`config.mk`:
```
export PLATFORM = sky130hd
export DESIGN_NAME = clef_sprite_ctrl
export DESIGN_NICKNAME = d
export VERILOG_FILES = /design/src/rtl/clef_pkg.sv /design/src/rtl/pix_delay.sv /design/src/rtl/clef_sprite_ctrl.sv
export SDC_FILE = /design/constraint.sdc
export NUM_CORES = 1
export LEC_CHECK = 0
export CELL_PAD_IN_SITES_DETAIL_PLACEMENT = 1
export CELL_PAD_IN_SITES_GLOBAL_PLACEMENT = 1
export CORE_ASPECT_RATIO = 1.4
export CORE_MARGIN = 3
export CORE_UTILIZATION = 42
export CTS_CLUSTER_DIAMETER = 50
export DETAILED_ROUTE_END_ITERATION = 12
export GPL_TIMING_DRIVEN = 1
export PLACE_DENSITY = 0.79
export SYNTH_ARGS = -nofsm -noshare
export SYNTH_HDL_FRONTEND = slang
export SYNTH_HIERARCHICAL = 1
export SYNTH_SLANG_ARGS = --single-unit
```
`constraint.sdc`:
```
create_clock -name clk -period 7.1 [get_ports clk]
set_input_delay 1.42 -clock clk [delete_from_list [all_inputs] [get_ports clk]]
set_output_delay 1.42 -clock clk [all_outputs]
set_load 0.01 [all_outputs]
```
`src/rtl/clef_pkg.sv`:
```
// rtl/clef_pkg.sv - shared state encoding and default geometry for the clef sprite controller
package clef_pkg;

  localparam int SPR_W_DEF   = 40;
  localparam int SPR_H_DEF   = 80;
  localparam int ROM_LAT_DEF = 2;

  typedef enum logic [1:0] {
    IDLE  = 2'd0,
    ABOVE = 2'd1,
    DRAW  = 2'd2,
    BELOW = 2'd3
  } clef_state_t;

endpackage

```
`src/rtl/pix_delay.sv`:
```
// rtl/pix_delay.sv - fixed-depth shift register aligning per-pixel flags with the ROM read
module pix_delay #(
  parameter int DEPTH = 2,
  parameter int WIDTH = 2
) (
  input  logic             clk,
  input  logic             reset,
  input  logic [WIDTH-1:0] d,
  output logic [WIDTH-1:0] q
);

  logic [WIDTH-1:0] stage [DEPTH];

  always_ff @(posedge clk) begin
    if (!reset) begin
      for (int i = 0; i < DEPTH; i++) stage[i] <= '0;
    end else begin
      stage[0] <= d;
      for (int i = 1; i < DEPTH; i++) stage[i] <= stage[i-1];
    end
  end

  assign q = stage[DEPTH-1];

endmodule

```
`src/rtl/clef_sprite_ctrl.sv`:
```
// rtl/clef_sprite_ctrl.sv - overlays a ROM-backed clef sprite onto a raster at a movable origin
module clef_sprite_ctrl
  import clef_pkg::*;
#(
  parameter int SPR_W   = SPR_W_DEF,
  parameter int SPR_H   = SPR_H_DEF,
  parameter int ROM_LAT = ROM_LAT_DEF
) (
  input  logic        clk,
  input  logic        reset,
  input  logic        frame_start,
  input  logic        pix_valid,
  input  logic [9:0]  hcount,
  input  logic [9:0]  vcount,
  input  logic [9:0]  origin_x,
  input  logic [9:0]  origin_y,
  input  logic        origin_load,
  output logic [11:0] rom_addr,
  input  logic        rom_data,
  output logic        clef_pix,
  output logic        clef_valid
);

  localparam logic [10:0] W11     = 11'(SPR_W);
  localparam logic [10:0] H11     = 11'(SPR_H);
  localparam logic [11:0] W12     = 12'(SPR_W);
  localparam logic [11:0] ROW_MAX = 12'((SPR_H - 1) * SPR_W);

  clef_state_t state, state_nx, cur;
  logic [9:0]  ox, oy, px, py;
  logic        pend;
  logic [9:0]  new_x, new_y, eff_ox, eff_oy;
  logic [9:0]  last_v;
  logic [11:0] row_base, row_eff, addr_nx;
  logic [10:0] bottom;
  logic        enter_draw, leave_draw, in_x;
  logic        hit, row_step;
  logic        hit_dn;

  // A frame_start cycle already behaves as if the new frame and its origin were in force.
  assign new_x  = origin_load ? origin_x : (pend ? px : ox);
  assign new_y  = origin_load ? origin_y : (pend ? py : oy);
  assign eff_ox = frame_start ? new_x : ox;
  assign eff_oy = frame_start ? new_y : oy;
  assign cur    = frame_start ? ABOVE : state;
  assign bottom = {1'b0, eff_oy} + H11;

  assign enter_draw = (cur == ABOVE) && pix_valid && (vcount == eff_oy);
  assign leave_draw = (cur == DRAW) && pix_valid && ({1'b0, vcount} == bottom);
  assign in_x       = ({1'b0, hcount} >= {1'b0, eff_ox}) &&
                      ({1'b0, hcount} <  ({1'b0, eff_ox} + W11));

  always_ff @(posedge clk) begin
    if (!reset) state <= IDLE;
    else        state <= state_nx;
  end

  always_comb begin
    state_nx = cur;
    if (enter_draw)      state_nx = DRAW;
    else if (leave_draw) state_nx = BELOW;
  end

  // Row base saturates on the last sprite row so a raster overrun cannot run the address past the glyph.
  always_comb begin
    hit      = 1'b0;
    row_step = 1'b0;
    if (pix_valid && in_x && (enter_draw || (cur == DRAW && !leave_draw))) hit = 1'b1;
    if (cur == DRAW && pix_valid && !leave_draw && vcount != last_v && row_base < ROW_MAX)
      row_step = 1'b1;
  end

  assign row_eff = frame_start ? 12'd0 : (row_step ? row_base + W12 : row_base);
  assign addr_nx = row_eff + {2'b00, hcount - eff_ox};

  always_ff @(posedge clk) begin
    if (!reset) begin
      ox       <= '0;
      oy       <= '0;
      px       <= '0;
      py       <= '0;
      pend     <= 1'b0;
      row_base <= '0;
      last_v   <= '0;
      rom_addr <= '0;
    end else begin
      if (origin_load) begin
        px   <= origin_x;
        py   <= origin_y;
        pend <= 1'b1;
      end
      if (frame_start) begin
        ox   <= new_x;
        oy   <= new_y;
        pend <= 1'b0;
      end
      row_base <= row_eff;
      if (pix_valid) last_v <= vcount;
      if (hit) rom_addr <= addr_nx;
    end
  end

  pix_delay #(
    .DEPTH (ROM_LAT),
    .WIDTH (2)
  ) u_pix_delay (
    .clk   (clk),
    .reset (reset),
    .d     ({hit, pix_valid}),
    .q     ({hit_dn, clef_valid})
  );

  assign clef_pix = hit_dn & rom_data;

endmodule

```
Yosys cells after proc, flatten, opt, wreduce, memory -nomap -nowiden

Memories as Yosys holds them, arrays and structs flattened.
Index checks and enable logic that the tools add are counted.

Flip-flop bits (word level): 77
Logic and storage cells: 60
Memories: 1
Memory bits (writable): 4
Memory bits (read-only): 0
Bits in latches: 0

Div/mod/pow operators: 0
Bitwise gates (word level): 4
Equal/unequal tests: 5
Muxes and demuxes: 17
Shifts and indexed selects: 0
Order comparisons: 3
Reduce and logical (&&, ||, !) cells: 15
Add/subtract/negate cells: 5
Multipliers: 0

Memories:

| name              | words | bits a word | read ports | clocked after memory_dff | wr ports | RTL line        | text |
|---|---|---|---|---|---|---|---|
| u_pix_delay.stage | 2     | 2           | 2          | 0                        | 2        | pix_delay.sv:12 | `logic [WIDTH-1:0] stage [DEPTH];` |

Operator list:

| kind                                                | count |
|---|---|
| two-way mux 10 bit                                  | 6 |
| two-way mux 12 bit                                  | 2 |
| adder 12 x 10 -> 12 bit                             | 1 |
| adder 12 x 6 -> 12 bit (second input constant)      | 1 |
| less-than comparator 12 bit (second input constant) | 1 |
| adder 10 x 6 -> 11 bit (second input constant)      | 1 |
| adder 10 x 7 -> 11 bit (second input constant)      | 1 |
| == test 10 x 11 -> 1 bit                            | 1 |
| logical AND 1 bit                                   | 11 |
| less-than comparator 10 x 11 -> 1 bit               | 1 |
| == test 10 bit                                      | 1 |
| greater-or-equal comparator 10 bit                  | 1 |
| two-way mux 2 bit                                   | 5 |
| != test 10 bit                                      | 1 |
| subtractor 10 bit                                   | 1 |
| two-way mux 1 bit                                   | 4 |
| OR reduction 2 bit                                  | 2 |
| == test 2 x 1 -> 1 bit (second input constant)      | 1 |
| == test 2 bit (second input constant)               | 1 |
| bitwise OR 1 bit                                    | 2 |
| AND 1 bit                                           | 1 |
| zero test 1 bit                                     | 1 |
| logical OR 1 bit                                    | 1 |
| inverter 1 bit                                      | 1 |

Depth between registers and ports, before layout

Depth in word-level cells: 14
Depth in mapped cells: 24
Mapped depth without buffers: 22

By module

Netlist, hierarchy kept.

By module, submodules not included:

| module           | instances | cells each | sequential area each (sq um) | area each (sq um) |
|---|---|---|---|---|
| clef_sprite_ctrl | 1         | 539        | 1541.5                       | 4678.2 |
| pix_delay        | 1         | 10         | 80.1                         | 120.1 |

Worst setup path after synthesis

No wires, ideal clock.

Kind: input-to-reg
From: in origin_load
To: reg rom_addr[11]
Setup slack: 1.719 ns
Stages on the path: 24
Arrival time: 5.262 ns
Path buffers: 3
Data required time: 6.981 ns
Cells stage by stage: buf_6 > and2_4 > buf_6 > a221oi_4 > inv_2 > ha_1 > nor2_1 > o21a_1 > nor3_1 > and4bb_1 > a2bb2oi_1 > buf_2 > mux2i_1 > nor2_1 > ha_1 > nand2_1 > o211ai_1 > a31o_2 > a21o_1 > a21oi_1 > nor2_1 > mux2i_1 > xor2_1 > a21oi_1

Word-level cells in the longest chain between the ends: 13
Elaborated cells on any way between the ends: 27
Those cells by class: add/sub: 4; order compare: 2; eq/ne: 2; mux: 8; reduce/logical: 11

RTL lines:

| element                          | RTL line               | text |
|---|---|---|
| from (decl)                      | clef_sprite_ctrl.sv:17 | `input logic origin_load,` |
| two-way mux 10 bit               | clef_sprite_ctrl.sv:42 | `assign new_y = origin_load ? origin_y : (pend ? py : oy);` |
| two-way mux 10 bit               | n/a                    |  |
| via eff_oy[4]                    | clef_sprite_ctrl.sv:32 | `logic [9:0] new_x, new_y, eff_ox, eff_oy;` |
| adder 10 x 7 -> 11 bit           | clef_sprite_ctrl.sv:46 | `assign bottom = {1'b0, eff_oy} + H11;` |
| == test 10 x 11 -> 1 bit         | clef_sprite_ctrl.sv:49 | `assign leave_draw = (cur == DRAW) && pix_valid && ({1'b0, vcount} == bottom);` |
| logical AND 1 bit                | clef_sprite_ctrl.sv:49 |  |
| zero test 1 bit                  | clef_sprite_ctrl.sv:69 | `if (cur == DRAW && pix_valid && !leave_draw && vcount != last_v && row_base < ROW_MAX)` |
| logical AND 1 bit (3 in series)  | clef_sprite_ctrl.sv:69 |  |
| two-way mux 1 bit                | clef_sprite_ctrl.sv:69 |  |
| two-way mux 12 bit (2 in series) | clef_sprite_ctrl.sv:73 | `assign row_eff = frame_start ? 12'd0 : (row_step ? row_base + W12 : row_base);` |
| via row_eff[4]                   | clef_sprite_ctrl.sv:34 | `logic [11:0] row_base, row_eff, addr_nx;` |
| adder 12 x 10 -> 12 bit          | clef_sprite_ctrl.sv:74 | `assign addr_nx = row_eff + {2'b00, hcount - eff_ox};` |
| to (signal assigned)             | clef_sprite_ctrl.sv:99 | `if (hit) rom_addr <= addr_nx;` |
| to (decl)                        | clef_sprite_ctrl.sv:18 | `output logic [11:0] rom_addr,` |

The timed path passes the listed nets, and every way through them passes these cells.
A chain may end at the register's enable or synchronous reset.

Final worst setup path

Ends and elaborated chain as after synthesis.

==> results.py <==
metrics = {
    "cts": {
        "cts_hold_buf": 0,
        "cts_sinks": 81,
        "cts_buffer_depth": 2,
        "cts-htree-levels": 3,
        "path_clk_slew_ps": 60,
        "clk-insertion-delay-late_ps": 350,
        "numCtsBuffers": 9,
        "cts_setup_buffers": 0,
        "cts_resized": 0,
        "cts_tree": "built",
        "cts_root_buf": "clkbuf_16",
    },
    "worst_setup_path": {
        "max_stage_delay_ps": 690,
        "timing.rr.start": "pend",
        "startpoint": "origin_load",
        "crit_path_end_kind": "register",
        "reg2reg_depth": 23,
        "path_cells": "clkdlybuf4s50_1 -> nand2b_1 -> o2bb2ai_1 -> a221oi_4 -> inv_2 -> ha_1 -> nor2_1 -> nor4_1 -> nor3_1 -> and4bb_1 -> a2bb2oi_1 -> buf_4 -> or3_1 -> a21oi_1 -> ha_1 -> nor2_1 -> o21bai_1 -> a31o_2 -> a21o_1 -> a21oi_1 -> nor2_1 -> mux2i_1 -> xor2_1 -> a21oi_1",
        "worstSetupPathType": "in -> reg",
        "worstPathMaxFanout": 11,
        "worst-path-buf-inv": 3,
        "critPathSlowestCell": "clkdlybuf4s50_1",
        "worstPathRequired_ps": 7290,
        "cp-start-kind": "input port",
        "rrSetupSlack_ps": 2080,
        "cp_top_family": "compound AO/OA/AOI/OAI gates",
        "critPathArrivalTime_ps": 6590,
        "cp.depth": 24,
    },
    "cells_and_area": {
        "stdcell_count": 749,
        "area_growth_pct": 21.8,
        "finish.utilization": 0.532,
        "num-fill-cells": 1290,
        "diodes": 0,
        "multiInputGateArea_mm2": 0.00295,
        "drive_above_1_share": 0.0658,
        "seq_area_mm2": 0.00162,
        "fin_nets": 682,
    },
    "sta": {
        "tightest_slew_ps": 935,
        "totalNegativeSetupSlack_ps": 0,
        "min_period_ps": 6410,
        "fmax_mhz": 156,
        "drv_slew": 0,
        "finalHoldViolCount": 0,
        "setup_viol": 0,
        "min_period_over_period": 0.902,
        "rsz0062_at_grt": "no",
        "relSlewSlack": 0.377,
        "finClkSkew_ps": 5.11,
        "setup_slack_ps": 693,
    },
    "die": {
        "start_util": 0.437,
        "die-area_mm2": 0.0128,
        "die_x_um": 96.3,
        "ioPinCount": 60,
        "core_area_mm2": 0.0110,
        "dieHeight_um": 132,
        "rows": 45,
    },
    "flow_run": {
        "maxCapViolCount": 0,
    },
    "synthesis": {
        "yosysUniqueCellTypes": 58,
        "synth_warnings": 6,
        "avgSynthCellArea_um2": 8.74,
        "synthTopCellsByArea": "dfxtp_1, mux2i_1, ha_1, xnor2_1, nor2_1",
        "synth_top_area_share": 0.338,
        "synth_edf_count": 0,
        "synth_ff_type": "dfxtp_1",
        "syn_inst": 549,
        "ys_ff_latch": 81,
        "synth-seq-area-share": 0.338,
        "syn-num-nets": 627,
        "yosysTopAreaCell": "dfxtp_1",
        "synth-async-reset-ratio": 0,
        "synth.cell_area_mm2": 0.00480,
    },
    "placed_design": {
        "port_buffers": 59,
        "post-place-ws_ps": 494,
        "dp.cells": 734,
        "hpwl_um": 10000,
        "gp_congestion": 0.919,
    },
    "drt": {
        "routedWlPerCell_um": 17.8,
        "num_vias": 4204,
        "ant_nets": 0,
        "wl_um": 13400,
        "drt_iter0_drc": 96,
        "via_per_inst": 5.61,
        "drcViolationCount": 0,
        "firstDrtPassIters": 4,
    },
    "min_path": {
        "worstHoldPathType": "reg -> reg",
        "min_from": "u_pix_delay/stage[0][0]",
        "hold_depth": 1,
    },
    "global_route": {
        "grt_first_pass_wirelength_um": 22100,
        "antenna_found_initial": 0,
        "grt_max_degree": 53,
        "grt_pass1_vias": 4584,
        "grt_usage": 0.222,
        "overflow": 0,
    },
    "power": {
        "powerDensity_mw_per_mm2": 221,
        "leakagePower_nw": 2.36,
        "peakVddDrop_v": 0.000121,
        "power.total_mw": 1.29,
    },
    "run_status": {
        "outcome": "finished clean",
    },
}
[cells in the mapped netlist (7+ instances only)]
| master | count |
|---|---|
| buf_2 | 7 |
| and2_1 | 19 |
| nand2_1 | 32 |
| mux2i_1 | 41 |
| xor2_1 | 12 |
| nor3_1 | 14 |
| o21ai_0 | 18 |
| a21oi_1 | 34 |
| nor2_1 | 79 |
| dfxtp_1 | 81 |
| inv_1 | 19 |
| xnor2_1 | 37 |
| ha_1 | 30 |
| clkbuf_1 | 8 |
| nand2b_1 | 7 |
[worst reg2reg max path, stage by stage, from the launching register on]
cell,delay [ps]
dfxtp_1,430
nand2b_1,340
o2bb2ai_1,170
a221oi_4,250
inv_2,110
ha_1,250
nor2_1,230
nor4_1,90
nor3_1,170
and4bb_1,270
a2bb2oi_1,150
buf_4,190
or3_1,330
a21oi_1,250
ha_1,320
nor2_1,110
o21bai_1,90
a31o_2,260
a21o_1,210
a21oi_1,200
nor2_1,60
mux2i_1,160
xor2_1,160
a21oi_1,80
[area by class of cell]
class                   count  share of cell area
clock buffers              10              0.0409
multi-input cells         421               0.505
clock inverters             5              0.0178
flip-flops and latches     81               0.278
repair buffers             70               0.115
inverters                  21              0.0135
well taps                 141              0.0302
[final timing paths]
check,end
hold reg to reg,u_pix_delay/stage[0][2]
hold / removal,u_pix_delay/stage[0][2]
setup / recovery,rom_addr[11]
setup reg to reg,rom_addr[11]
[routing by layer]
layer	wire length, um	vias to the layer above	part of all wire	global-route usage
li1	-	2016	-	-
met1	5150	2071	0.39	0.233
met2	7370	79	0.55	0.412
met3	305	38	0.023	0.0273
met4	532	0	0.040	0.118
met5	0	-	0	0
[flip-flops by register name, summed over array words and instances (netlist names)]
register,count
rom_addr,12
row_base,12
last_v,10
ox,10
oy,10
px,10
py,10
u_pix_delay/stage,4
state,2
pend,1
[logic make-up (layout without fill, tap and decap cells)]
group	after synthesis	in the layout	share of synthesized area
multiplexers	41	41	0.0855
adder cells (fa/ha/maj)	32	32	0.0866
buffers and inverters	47	106	0.0472
XOR/XNOR	49	49	0.0894
AO/OA/AOI/OAI	108	108	0.160
AND/OR/NAND/NOR	191	191	0.193
flip-flops	81	81	0.338
[cell usage in the layout (no fill, tap or decap), drive strengths merged, types with 5 or more instances in the layout]
cell type      count
mux2i             41
o21ai             18
clkbuf            10
a22oi              5
and2              20
nand2             32
o211ai             5
dfxtp             81
nand3              6
o21bai             6
nor3              14
nor2b              5
o2bb2ai            5
o22ai              6
nand4              6
a21o               6
xor2              12
a21oi             35
inv               21
clkdlybuf4s50     59
ha                30
buf               11
nand2b             7
a2bb2oi            6
xnor2             37
nor2              79
[through the flow]
stage	hold slack [ps]	area, um2
floorplan	406	4800
global placement	413	5500
detailed placement	427	5500
CTS	442	5840
global route	452	5840
finish	437	5840
[power by group]
group          internal (mW)  total (mW)  switching, mW
registers              0.472       0.482         0.0100
logic                  0.118       0.265          0.147
clock network          0.351       0.545          0.194
total                  0.942        1.29          0.351
Power figures use the tool's default switching activity.
